`config.mk`:
```
export PLATFORM = sky130hd
export DESIGN_NAME = fifo_wr_arbiter
export DESIGN_NICKNAME = d
export VERILOG_FILES = /design/src/rtl/fifo_arb_pkg.sv /design/src/rtl/fifo_wr_arbiter_rr_pick.sv /design/src/rtl/fifo_wr_arbiter.sv
export SDC_FILE = /design/constraint.sdc
export NUM_CORES = 1
export LEC_CHECK = 0
export BUFFER_PORTS_ARGS = -buffer_cell sky130_fd_sc_hd__buf_2
export CAP_MARGIN = 0
export CORE_MARGIN = 8
export CORE_UTILIZATION = 43
export CTS_CLUSTER_DIAMETER = 60
export CTS_CLUSTER_SIZE = 30
export DETAILED_ROUTE_END_ITERATION = 10
export PLACE_DENSITY_LB_ADDON = 0.12
export SLEW_MARGIN = 20
export SYNTH_ARGS = -nofsm -noshare
export SYNTH_HDL_FRONTEND = slang
export SYNTH_SLANG_ARGS = --single-unit
```
`constraint.sdc`:
```
create_clock -name clk -period 3.55 [get_ports clk]
set_clock_uncertainty 0.15 [all_clocks]
set_input_delay 0.1775 -clock clk [delete_from_list [all_inputs] [get_ports clk]]
set_output_delay 0.1775 -clock clk [all_outputs]
set_load 0.02 [all_outputs]
```
`src/rtl/fifo_arb_pkg.sv`:
```
// Shared types and constants for the FIFO write-side arbiter.
package fifo_arb_pkg;

  typedef enum logic {
    IDLE  = 1'b0,
    GRANT = 1'b1
  } state_t;

  localparam int BURST_CNT_W = 8;

endpackage

```
`src/rtl/fifo_wr_arbiter_rr_pick.sv`:
```
// Combinational round-robin picker: first requester at or above ptr, wrapping.
module rr_pick #(
  parameter int NUM_SRC = 4
) (
  input  logic [NUM_SRC-1:0]         req,
  input  logic [$clog2(NUM_SRC)-1:0] ptr,
  output logic [$clog2(NUM_SRC)-1:0] winner,
  output logic                       any_req
);

  localparam int ID_W = $clog2(NUM_SRC);

  // Walk offsets from farthest to nearest so the nearest requester wins.
  always_comb begin
    winner  = ptr;
    any_req = 1'b0;
    for (int off = NUM_SRC - 1; off >= 0; off--) begin
      if (req[(int'(ptr) + off) % NUM_SRC]) begin
        winner  = ID_W'((int'(ptr) + off) % NUM_SRC);
        any_req = 1'b1;
      end
    end
  end

endmodule

```
`src/rtl/fifo_wr_arbiter.sv`:
```
// Round-robin burst arbiter merging NUM_SRC word streams into one FIFO write port.
// Optional per-requester accepted-word counters: define FIFO_WR_ARB_STATS_EN.
module fifo_wr_arbiter
  import fifo_arb_pkg::*;
#(
  parameter int NUM_SRC    = 4,
  parameter int DATA_WIDTH = 24,
  parameter int MAX_BURST  = 8
) (
  input  logic                          clk,
  input  logic                          rst,
  input  logic [NUM_SRC-1:0]            src_valid,
  input  logic [NUM_SRC-1:0]            src_last,
  input  logic [NUM_SRC*DATA_WIDTH-1:0] src_data,
  output logic [NUM_SRC-1:0]            src_ready,
  output logic                          fifo_wr_en,
  output logic [DATA_WIDTH-1:0]         fifo_wr_data,
  input  logic                          fifo_wr_full,
  output logic [$clog2(NUM_SRC)-1:0]    grant_id,
`ifdef FIFO_WR_ARB_STATS_EN
  input  logic [$clog2(NUM_SRC)-1:0]    stat_sel,
  output logic [15:0]                   stat_cnt,
`endif
  output logic                          busy
);

  localparam int ID_W = $clog2(NUM_SRC);

  state_t                 state, state_next;
  logic [ID_W-1:0]        rr_ptr;
  logic [ID_W-1:0]        winner;
  logic                   any_req;
  logic                   sel_valid;
  logic                   sel_last;
  logic                   xfer;
  logic                   burst_full;
  logic [BURST_CNT_W-1:0] burst_cnt;
  logic [BURST_CNT_W:0]   cnt_inc;

  rr_pick #(.NUM_SRC(NUM_SRC)) u_pick (
    .req     (src_valid),
    .ptr     (rr_ptr),
    .winner  (winner),
    .any_req (any_req)
  );

  always_comb begin
    fifo_wr_data = '0;
    for (int i = 0; i < NUM_SRC; i++) begin
      if (grant_id == ID_W'(i)) fifo_wr_data = src_data[i*DATA_WIDTH +: DATA_WIDTH];
    end
  end

  assign sel_valid  = src_valid[grant_id];
  assign sel_last   = src_last[grant_id];
  assign xfer       = (state == GRANT) && sel_valid && !fifo_wr_full;
  // Widened so MAX_BURST=256 is reachable with an 8-bit counter.
  assign cnt_inc    = {1'b0, burst_cnt} + 1'b1;
  assign burst_full = (cnt_inc == (BURST_CNT_W+1)'(MAX_BURST));

  always_ff @(posedge clk or posedge rst) begin
    if (rst) state <= IDLE;
    else     state <= state_next;
  end

  always_comb begin
    state_next = state;
    src_ready  = '0;
    fifo_wr_en = 1'b0;
    busy       = 1'b0;
    case (state)
      IDLE: begin
        if (any_req) state_next = GRANT;
      end
      GRANT: begin
        busy                = 1'b1;
        src_ready[grant_id] = !fifo_wr_full;
        fifo_wr_en          = xfer;
        if (!sel_valid || (xfer && (sel_last || burst_full))) state_next = IDLE;
      end
      default: state_next = IDLE;
    endcase
  end

  // A full FIFO simply stalls here: no transfer, so the count and grant hold.
  always_ff @(posedge clk or posedge rst) begin
    if (rst) begin
      grant_id  <= '0;
      rr_ptr    <= '0;
      burst_cnt <= '0;
    end else if (state == IDLE) begin
      if (any_req) begin
        grant_id  <= winner;
        burst_cnt <= '0;
      end
    end else begin
      if (xfer) burst_cnt <= burst_cnt + 1'b1;
      if (state_next == IDLE)
        rr_ptr <= (grant_id == ID_W'(NUM_SRC - 1)) ? '0 : grant_id + 1'b1;
    end
  end

`ifdef FIFO_WR_ARB_STATS_EN
  logic [15:0] stat_cnts [NUM_SRC];

  always_ff @(posedge clk or posedge rst) begin
    if (rst) begin
      for (int i = 0; i < NUM_SRC; i++) stat_cnts[i] <= '0;
      stat_cnt <= '0;
    end else begin
      if (xfer && (stat_cnts[grant_id] != 16'hFFFF))
        stat_cnts[grant_id] <= stat_cnts[grant_id] + 16'd1;
      stat_cnt <= (int'(stat_sel) < NUM_SRC) ? stat_cnts[stat_sel] : 16'd0;
    end
  end
`endif

endmodule

```
Word-level counts from Yosys, hierarchy flattened --
Index checks and enable logic that the tools add are counted.
Cells by class: $add $sub $neg 6, $lt $le $gt $ge 6, equality and inequality tests 5, mux-type cells 39, bitwise gates (word level) 6, reduce and logical (&&, ||, !) cells 16
Operators with widths (count):
- $mux 24 | 4
- $mux 8 | 3
- $mux 1 | 18
- $bmux 1 s2 | 6
- $lt 3x4->1 const B | 3
- $mux 2 | 5
- $add 8x1->9 const B | 1
- $eq 9x4->1 const B | 1
- $add 8x1->8 const B | 1
- $lt 2x3->1 const B | 2
- $reduce_and 2->1 | 3
- $reduce_or 2->1 | 3
- $add 2x1->2 const B | 2
- $add 2x2->2 const B | 2
- $and 4x4->4 | 1
- $eq 2x2->1 const B | 2
- $logic_and 1x1->1 | 4
- $mux 4 | 1
- $and 1x1->1 const A | 3
- $demux 1 s2 | 1
- $eq 2x1->1 const B | 1
- $ge 2x1->1 const B | 1
- $logic_not 1->1 | 2
- $logic_not 2->1 | 1
- 5 further kinds | 7
Storage, ports and cells: bits in registers 13, input port bits 107, output and inout bits 32, word-level logic and storage cells 82

Depth between registers and ports, before layout --
depth in word-level cells 14, depth in mapped cells 10, gate-level depth less buffers 8

Cells and area by module --
A second synthesis with hierarchy kept.
Unflattened totals: cell total of the unflattened synthesis 261, area, all modules 1722.9 um2
Modules (own cells, without submodules):
- fifo_wr_arbiter | instances 1, cells each 245, area each 1622.8 um2
- rr_pick | instances 1, cells each 16, area each 100.1 um2

Least setup slack after synthesis --
No wires, ideal clock.
path type register to output, from register grant_id[0], to output fifo_wr_data[10], arrival 2.082 ns, data required time 3.222 ns, setup slack 1.141 ns, cell stages (with the launch flop) 8, buffers on the path 2, cell sequence dfrtp_1 > ha_1 > buf_1 > buf_1 > a21oi_1 > nor2_1 > a21oi_1 > o21ai_0
On the way: longest elaborated chain between the ends 5
Ends and longest elaborated chain:
- from (decl) | line fifo_wr_arbiter.sv:19 | output logic [$clog2(NUM_SRC)-1:0] grant_id,
- from (signal assigned) | line fifo_wr_arbiter.sv:93 | grant_id <= winner;
- $logic_not 2->1 | line fifo_wr_arbiter.sv:50 | if (grant_id == ID_W'(i)) fifo_wr_data = src_data[i*DATA_WIDTH +: DATA_WIDTH];
- $mux 24 (3 in a row) | line fifo_wr_arbiter.sv:50
- $mux 24 * | line fifo_wr_arbiter.sv:50
- to (decl) | line fifo_wr_arbiter.sv:17 | output logic [DATA_WIDTH-1:0] fifo_wr_data,
Mark *: on every way between the ends. The rest lies on a longest branch, timed or not.

Worst setup path after layout --
from register grant_id[0], to output fifo_wr_data[4]
Same word-level chain as after synthesis.

==> results.py <==
metrics = {
    "clocking": {
        "cts_buffers": 3,
        "clk_path_buf_depth": 2,
        "post_cts_buffers": 0,
        "clkLatencyLatePin_ps": 250,
        "cts-root-buf": "clkbuf_8",
        "cts_tree": "done",
        "cts_sinks": 13,
        "cts_hold_buf": 1,
        "clkTransAtPathRegs_ps": 50,
        "htreeDepth": 1,
        "postCtsResizedCells": 0,
    },
    "placed_design": {
        "routabilityCongestion": 0.8525,
        "placed_cells": 464,
        "dpl.hpwl_mm": 5.457,
        "portBuffers": 138,
    },
    "worst_setup_path": {
        "cp-start-kind": "flip-flop",
        "critical-path-top-delay-family": "adder cells",
        "crit_path_end_kind": "output pin",
        "reg2reg_from": "burst_cnt[0]",
        "crit_fanout": 25,
        "max_stage_delay_ps": 670,
        "crit_type": "flip-flop to output pin",
        "cp_slowest_cell": "ha_1",
        "critical_path_required_ps": 3220,
        "path_cells": "inv_1 > ha_1 > nand2_1 > nor2_1 > a21oi_1 > nor2_1 > a21oi_1 > o21ai_0 > buf_2",
        "critPathArrivalTime_ps": 2330,
        "r2r_slack_ps": 1130,
        "worstReg2RegEnd": "rr_ptr[1]",
        "reg2reg_depth": 6,
        "critPathBufInv": 2,
    },
    "routing": {
        "viasPerCell": 5.090,
        "drtPass1Iterations": 4,
        "vias": 2387,
        "drt_wl_total_mm": 6.692,
        "wire_per_inst_um": 14.27,
        "drtAntennaViolNets": 0,
        "drtIter0Drc": 96,
        "drc_errors": 0,
    },
    "yosys": {
        "ys_seq_area_frac": 0.1871,
        "avgSynthCellArea_um2": 5.936,
        "syn_inst": 293,
        "ys_ff_latch": 13,
        "syn_nets": 406,
        "yosys_warnings": 0,
        "synth_area_um2": 1739,
        "ys_types": 36,
    },
    "grt": {
        "antenna_found_initial": 0,
        "grt_pass1_wl_mm": 10.41,
        "grt_pass1_vias": 2178,
        "grt_max_degree": 50,
        "grt.total_usage": 0.1990,
        "overflow": 0,
    },
    "cells_and_area": {
        "area_delta_synth_final_pct": 43.02,
        "antennaDiodeCount": 0,
        "final_cell_mix": "buf_2 (138), nor2_1 (58), nand2_1 (58)",
        "drive_gt1_frac": 0.3652,
        "final_nets": 533,
        "instances_no_fill": 469,
        "layout_commonest_cell": "buf_2",
        "num-fill-cells": 394,
    },
    "floorplan": {
        "pin_count": 139,
        "coreArea_um2": 3943,
        "fp.dieW_um": 79.60,
        "dieArea_um2": 6335,
        "die_h_um": 79.60,
        "rows": 23,
        "initial_core_util": 0.4411,
    },
    "sta": {
        "setup_viol": 0,
        "slew_violations": 0,
        "fin_crit_sh": 0.7476,
        "rsz0062_at_grt": "no",
        "finalHoldViolations": 0,
        "finalCriticalPeriod_ps": 2654,
        "tns_ps": 0,
        "timing.slew.headroom": 0.4795,
        "fmax_ghz": 0.3768,
        "worst_pin_slew_ps": 780.8,
    },
    "hold_path": {
        "hold_depth": 3,
        "hold_start": "src_valid[1]",
        "hold_class": "primary input to flip-flop",
        "min_to": "grant_id[1]",
    },
    "power_and_ir_drop": {
        "leakagePower_nw": 1.321,
        "vdd_drop_max_mv": 0.6036,
        "power_density_nw_per_um2": 729.2,
    },
    "run": {
        "maxCapViolations": 0,
    },
    "status": {
        "status": "finished, final reports clean",
    },
}
-- state kept, by name, indices dropped and copies added, names as in the netlist --
| signal | flops |
|---|---|
| burst_cnt | 8 |
| rr_ptr | 2 |
| grant_id | 2 |
| state | 1 |
-- synth_stat cells --
cell,n,area share
a211oi_1,1,0.0043
nand2_2,1,0.0036
o311a_1,1,0.0058
nor3_1,1,0.0029
nand2_1,58,0.13
buf_1,5,0.011
o21ai_0,40,0.12
nor4_2,1,0.0072
a31o_2,1,0.0050
and3_1,3,0.011
and3_4,1,0.0065
mux4_2,2,0.026
ha_1,6,0.043
o221ai_1,1,0.0050
and2_1,5,0.018
inv_2,1,0.0022
mux2_2,1,0.0065
mux2_1,2,0.013
a21o_1,1,0.0043
nor2_1,58,0.13
xor2_2,1,0.0094
and2_0,1,0.0036
o21bai_1,1,0.0043
a41oi_1,1,0.0050
nand3_1,4,0.012
o31ai_1,2,0.0086
a31oi_1,2,0.0072
nor4b_1,1,0.0050
clkbuf_1,14,0.030
buf_6,1,0.0065
a21oi_1,52,0.15
a211o_1,1,0.0050
xnor2_1,1,0.0050
dfrtp_1,13,0.19
inv_1,5,0.011
nor2b_1,3,0.011
-- kinds of logic (layout without fill, tap and decap cells) --
group / after synthesis / after routing / synth area share
AOI/OAI and AO/OA: 104 / 104 / 0.3194
xor gates and xnor gates: 2 / 2 / 0.01439
adders and majority gates: 6 / 6 / 0.04316
buffers and inverters: 26 / 152 / 0.06043
DFF: 13 / 13 / 0.1870
muxes: 5 / 5 / 0.04532
and+or+nand+nor: 137 / 137 / 0.3302
-- worst reg2reg max path: stages (launching register included) --
cell     delay (ps)
dfrtp_1         430
ha_1            310
nor4b_1         380
a31oi_1         110
nor4_2          350
o311a_1         240
mux2_1          330
-- where the power goes --
part           internal, W  switching, W  total [W]
clock network    0.0000794     0.0000556   0.000135
logic             0.000492      0.000935    0.00143
registers         0.000189     0.0000631   0.000252
-- per-stage QoR --
step	hold slack [ps]	worst slack (ps)	power [W]	area [um2]	util
after global placement	73.94	1169	0.001669	2432	0.6169
after global routing	125.4	565.5	0.002012	2487	0.6309
after detailed placement	67.90	1139	0.001693	2432	0.6169
after CTS	114.5	854.4	0.001836	2487	0.6309
final	120.5	896.1	0.001814	2487	0.6309
after floorplan	-95.54	1141	0.001272	1739	-
-- how the worst max path moves through the flow --
| stage | end | depth (start not counted) | slack [ps] | startpoint |
|---|---|---|---|---|
| after floorplan | fifo_wr_data[10] | 7 | 1140 | grant_id[0] |
| after global placement | fifo_wr_data[0] | 9 | 1170 | grant_id[0] |
| after detailed placement | fifo_wr_data[0] | 9 | 1140 | grant_id[0] |
| after CTS | fifo_wr_data[0] | 9 | 850 | grant_id[0] |
| after global routing | fifo_wr_data[13] | 9 | 570 | grant_id[1] |
| final | fifo_wr_data[4] | 9 | 900 | grant_id[0] |
-- layer usage --
| layer | track usage | wire length [um] | vias to the layer above |
|---|---|---|---|
| li1 | - | - | 1251 |
| met1 | 0.2327 | 2557 | 1046 |
| met2 | 0.3627 | 3385 | 83 |
| met3 | 0.03041 | 668 | 7 |
| met4 | 0.05370 | 81 | 0 |
| met5 | 0 | 0 | - |
-- area by class of cell --
| cell class | count | area, um2 | share of cell area |
|---|---|---|---|
| clock buffer | 4 | 45.04 | 0.01811 |
| inverter | 6 | 22.52 | 0.009054 |
| multi-input combinational | 254 | 1309 | 0.5262 |
| sequential | 13 | 325.3 | 0.1308 |
| tap | 50 | 62.56 | 0.02515 |
| timing repair buffer | 142 | 723.2 | 0.2907 |
(Power assumes the default switching activity.)
